### config.mk
export PLATFORM = sky130hd
export DESIGN_NAME = sram_bus_arbiter
export DESIGN_NICKNAME = d
export VERILOG_FILES = /design/src/rtl/sram_bus_arbiter_pkg.sv /design/src/rtl/arb_tag_fifo.sv /design/src/rtl/sram_bus_arbiter.sv
export SDC_FILE = /design/constraint.sdc
export NUM_CORES = 1
export LEC_CHECK = 0
export BUFFER_PORTS_ARGS = -buffer_cell sky130_fd_sc_hd__buf_2
export CORE_AREA = 2 2 124 126
export DETAILED_ROUTE_END_ITERATION = 16
export DIE_AREA = 0 0 126 128
export PLACE_DENSITY_LB_ADDON = 0.2
export SETUP_SLACK_MARGIN = 0.15
export SYNTH_ARGS = -nofsm -noshare
export SYNTH_HDL_FRONTEND = slang
export SYNTH_SLANG_ARGS = --single-unit
export TNS_END_PERCENT = 1
### constraint.sdc
create_clock -name clk -period 4.34 [get_ports clk]
set_input_delay 0.868 -clock clk [delete_from_list [all_inputs] [get_ports clk]]
set_output_delay 0.868 -clock clk [all_outputs]
set_load 0.02 [all_outputs]
### src/rtl/sram_bus_arbiter_pkg.sv
// sram_bus_arbiter_pkg: owner tags, size encodings and request bundle shared by the arbiter
package sram_bus_arbiter_pkg;
  localparam logic OWNER_INST = 1'b0;
  localparam logic OWNER_DATA = 1'b1;
  localparam logic [1:0] SIZE_B = 2'd0;
  localparam logic [1:0] SIZE_H = 2'd1;
  localparam logic [1:0] SIZE_W = 2'd2;
  localparam int REQ_W = 71;
  typedef logic [REQ_W-1:0] sram_req_t;
endpackage

### src/rtl/arb_tag_fifo.sv
// arb_tag_fifo: in-order 1-bit owner tag FIFO tracking outstanding requests
module arb_tag_fifo #(
  parameter int DEPTH = 4
) (
  input  logic                     clk,
  input  logic                     reset,
  input  logic                     push,
  input  logic                     tag,
  input  logic                     pop,
  output logic                     head,
  output logic [$clog2(DEPTH):0]   count,
  output logic                     full,
  output logic                     empty
);
  localparam int AW = $clog2(DEPTH);
  logic [DEPTH-1:0] tags;
  logic [AW-1:0] wp, rp;
  always_ff @(posedge clk)
    if (push) tags[wp] <= tag;
  always_ff @(posedge clk)
    if (reset) begin
      wp    <= '0;
      rp    <= '0;
      count <= '0;
    end else begin
      if (push) wp <= wp + 1'b1;
      if (pop) rp <= rp + 1'b1;
      count <= count + {{AW{1'b0}}, push} - {{AW{1'b0}}, pop};
    end
  assign head  = tags[rp];
  assign full  = count == (AW+1)'(DEPTH);
  assign empty = count == '0;
endmodule

### src/rtl/sram_bus_arbiter.sv
// sram_bus_arbiter: shares one SRAM-like port between inst and data requesters with in-order response routing
module sram_bus_arbiter
  import sram_bus_arbiter_pkg::*;
#(
  parameter int MAX_OUTSTANDING = 4,
  parameter int STARVE_LIMIT    = 8
) (
  input  logic        clk,
  input  logic        reset,
  input  logic        inst_req,
  input  logic        inst_wr,
  input  logic [1:0]  inst_size,
  input  logic [3:0]  inst_wstrb,
  input  logic [31:0] inst_addr,
  input  logic [31:0] inst_wdata,
  output logic        inst_addr_ok,
  output logic        inst_data_ok,
  output logic [31:0] inst_rdata,
  input  logic        data_req,
  input  logic        data_wr,
  input  logic [1:0]  data_size,
  input  logic [3:0]  data_wstrb,
  input  logic [31:0] data_addr,
  input  logic [31:0] data_wdata,
  output logic        data_addr_ok,
  output logic        data_data_ok,
  output logic [31:0] data_rdata,
  output logic        mem_req,
  output logic        mem_wr,
  output logic [1:0]  mem_size,
  output logic [3:0]  mem_wstrb,
  output logic [31:0] mem_addr,
  output logic [31:0] mem_wdata,
  input  logic        mem_addr_ok,
  input  logic        mem_data_ok,
  input  logic [31:0] mem_rdata,
  output logic        err_stray_data_ok
);
  localparam int SW = $clog2(STARVE_LIMIT + 1);
  logic lock_valid, lock_owner, owner, owner_req, inst_gnt, acc, pop, head, full, empty;
  logic [SW-1:0] starve_cnt;
  logic [$clog2(MAX_OUTSTANDING):0] count;
  sram_req_t inst_bus, data_bus, mem_bus;
  assign inst_bus = {inst_wr, inst_size, inst_wstrb, inst_addr, inst_wdata};
  assign data_bus = {data_wr, data_size, data_wstrb, data_addr, data_wdata};
  always_comb begin
    owner     = lock_valid ? lock_owner :
                (starve_cnt == SW'(STARVE_LIMIT) && inst_req) ? OWNER_INST :
                data_req ? OWNER_DATA : OWNER_INST;
    owner_req = owner == OWNER_DATA ? data_req : inst_req;
    mem_req   = !full && owner_req;
    mem_bus   = owner == OWNER_DATA ? data_bus : inst_bus;
    inst_gnt  = mem_req && owner == OWNER_INST;
  end
  assign {mem_wr, mem_size, mem_wstrb, mem_addr, mem_wdata} = mem_bus;
  assign acc          = mem_req & mem_addr_ok;
  assign inst_addr_ok = acc & (owner == OWNER_INST);
  assign data_addr_ok = acc & (owner == OWNER_DATA);
  assign pop          = mem_data_ok & (|count);
  assign inst_data_ok = pop & (head == OWNER_INST);
  assign data_data_ok = pop & (head == OWNER_DATA);
  assign inst_rdata   = mem_rdata;
  assign data_rdata   = mem_rdata;
  always_ff @(posedge clk)
    if (reset) begin
      lock_valid        <= 1'b0;
      lock_owner        <= OWNER_INST;
      starve_cnt        <= '0;
      err_stray_data_ok <= 1'b0;
    end else begin
      // a dropped req leaves mem_req low, which also releases the lock
      lock_valid        <= mem_req & ~mem_addr_ok;
      lock_owner        <= owner;
      starve_cnt        <= (!inst_req || inst_addr_ok) ? '0 :
                           (!inst_gnt && starve_cnt != SW'(STARVE_LIMIT)) ? starve_cnt + 1'b1 : starve_cnt;
      err_stray_data_ok <= err_stray_data_ok | (mem_data_ok & empty);
    end
  arb_tag_fifo #(.DEPTH(MAX_OUTSTANDING)) u_fifo (
    .clk   (clk),
    .reset (reset),
    .push  (acc),
    .tag   (owner),
    .pop   (pop),
    .head  (head),
    .count (count),
    .full  (full),
    .empty (empty)
  );
endmodule

==> metrics.cfg <==
[status]
outcome = finished, final reports clean

[routing]
drt-pass1-iter-count = 3
drt_wl_total_mm = 8.31
met2_length_mm = 3.95
vias_per_cell = 3.76
vias = 2193
drtIter0Drc = 56
wl_met3_um = 792
wl_met1_mm = 3.52
maxUsedRoutingLayer = met4
remaining_drc_errors = 0
routedWlPerCell_um = 14.3
ant_nets = 0

[sta]
fin_setup_tns_ns = 0
fin_skew_ns = 0.00192
max_freq_mhz = 294
hold_viol_final = 0
final.setup.worst_slack_ns = 0.936
setup_violations = 0
worst_pin_slew_ns = 0.551
post-route-period-util_pct = 78.4
max-slew-margin-rel_pct = 63.0
rsz0062_at_grt = no
final_max_slew_viol_count = 0
final.min_clock_period_ns = 3.40

[placement]
routabilityCongestion = 0.793
dp_cells = 579
io_buffers = 224
hpwlAfterDp_mm = 7.27
placed_area_mm2 = 0.00313
place_ws_ns = 0.872

[job]
maxCapViolations = 0

[cells_and_area]
drive_gt1_share_pct = 76.5
layout.cells.non_filler = 583
layout_commonest_cell = buf_2
layout_common_cells = 224 x buf_2, 71 x mux2_2, 14 x dfxtp_1, 12 x inv_1, 9 x nor2_1
nets = 585
antenna_cells = 0
design_area_mm2 = 0.00321
areaGrowthSynthToFinish_pct = 39.0

[synthesis]
seq_area_frac_synth_pct = 17.4
syn_avg_cell_area_um2 = 9.65
synth_nets = 428
synth_area_mm2 = 0.00231
postSynthCellCount = 239
ys.warnings.count = 0
ys_ff_latch = 18
post_synth_num_cell_types = 38

[worst_hold_path]
hold_path_class = reg -> reg

[clocking]
cts.sinks = 18
ctsHtreeMaxLevel = 1
cts_hold_buf = 0
numCtsBuffers = 3
cts_resized = 0
insertion_delay_ns = 0.25
cts_setup_buffers = 0
cts_root_buffer = clkbuf_16
path_clk_slew_ns = 0.05
cts_tree = done
clockBufferDepth = 2

[pwr]
p_per_area_mw_per_mm2 = 303
power.share.switching_pct = 39.8
p_leak_nw = 1.59
p_total_mw = 0.972
intPower_mw = 0.585
p_switching_mw = 0.387
pwr-share-clk_pct = 19.3
p_comb_share_pct = 57.4
irDropWorstVdd_mv = 0.129
power_frac_seq_pct = 23.3

[global_routing]
grt_max_degree = 46
antenna_found_initial = 0
grt_pass1_wl_mm = 12.2
grt_pass1_vias = 2265
grt-ovfl-total = 0
grt_use_total_pct = 9.59

[die]
io_pins = 321
die_height_um = 128
rows = 45
fp.coreArea_mm2 = 0.0149
fp.dieW_um = 126
dieArea_mm2 = 0.0161
initial_core_util_pct = 15.5

[setup_path]
end_kind = output pin
crit_required_ns = 3.47
critPathKind = in -> out
startpoint_type = input port
arrival_ns = 2.54
path_max_fanout = 45

==> cell usage after synthesis (all sizes together) <==
library cell,count,area [um2]
and2,5,31.3
a311oi,1,8.76
a41oi,2,17.5
dfxtp,14,280
nand2,3,11.3
nand2b,3,18.8
xor2,1,8.76
o2111ai,1,8.76
nor4,2,12.5
inv,12,45.0
nor2,9,33.8
mux4,1,22.5
nor3,2,10.0
o31ai,2,15.0
mux2i,1,10.0
a31oi,1,6.26
xnor2,4,35.0
mux2,71,800
o31a,1,8.76
o21a,1,7.51
clkbuf,1,3.75
a311o,1,10.0
edfxtp,4,120
a21oi,3,15.0
ha,8,100
and3b,1,8.76
or3b,1,8.76
fa,1,20.0
nor3b,1,7.51
nand3,1,5.00
nor2b,3,18.8
or4,2,15.0
o21ba,1,10.0
o21ai,1,5.00
buf,72,558
and4b,1,10.0
==> worst max-delay path, cell delays in order <==
cell     delay [ns]
buf_2          0.12
and4b_1        0.22
o21a_4         0.43
buf_12         0.30
mux2_2         0.40
buf_2          0.17
==> final timing paths <==
check | from | endpoint | slack (ns) | cells past startpoint
setup reg to reg | u_fifo.count[2] | u_fifo.count[2] | 1.90 | 8
hold reg to reg | err_stray_data_ok | err_stray_data_ok | 0.46 | 2
hold / removal | err_stray_data_ok | err_stray_data_ok | 0.46 | 2
setup / recovery | inst_req | mem_wdata[24] | 0.94 | 6
==> power by group through the flow <==
stage / Clock [mW] / Combinational (mW) / Sequential (mW)
floorplan: 0 / 0.462 / 0.227
global placement: 0 / 0.563 / 0.229
detailed placement: 0 / 0.566 / 0.229
CTS: 0.194 / 0.569 / 0.226
global route: 0.202 / 0.611 / 0.233
finish: 0.188 / 0.558 / 0.226
==> logic make-up (layout without fill, tap and decap cells) <==
group                    count (synthesis)  after routing  share of synthesized area (%)
flip-flops                              18             18                           17.4
adder cells (fa/ha/maj)                  9              9                           5.21
AND/OR/NAND/NOR                         34             34                           8.30
AO/OA/AOI/OAI                           15             15                           4.88
buffers and inverters                   85            241                           26.3
multiplexers                            73             73                           36.1
XOR/XNOR                                 5              5                           1.90
==> layout make-up <==
cell class	instances	area [um2]
inverters	12	45.0
multi-input cells	136	1310
repair buffers	225	1140
clock buffers	4	78.8
fillers	1688	11700
flip-flops and latches	18	400
well taps	188	235
==> per-layer routing <==
layer	vias up	global-route usage, %
met3	2	3.55
met1	972	12.3
met4	0	1.75
li1	1082	-
met2	137	15.6
met5	-	0
==> registers in the layout (all words and copies together), names as in the netlist <==
register / cells
err_stray_data_ok: 1
lock_owner: 1
lock_valid: 1
starve_cnt: 4
u_fifo.count: 3
u_fifo.rp: 2
u_fifo.tags: 4
u_fifo.wp: 2
==> through the flow <==
stage | hold WS, ns | util [%]
6_report | 0.460 | 21.6
5_1_grt | 0.513 | 21.6
4_1_cts | 0.466 | 21.6
3_5_place_dp | 0.451 | 21.1
3_3_place_gp | 0.447 | 21.1
2_1_floorplan | 0.486 | -
Note: power is estimated with default switching activity, not from simulation.
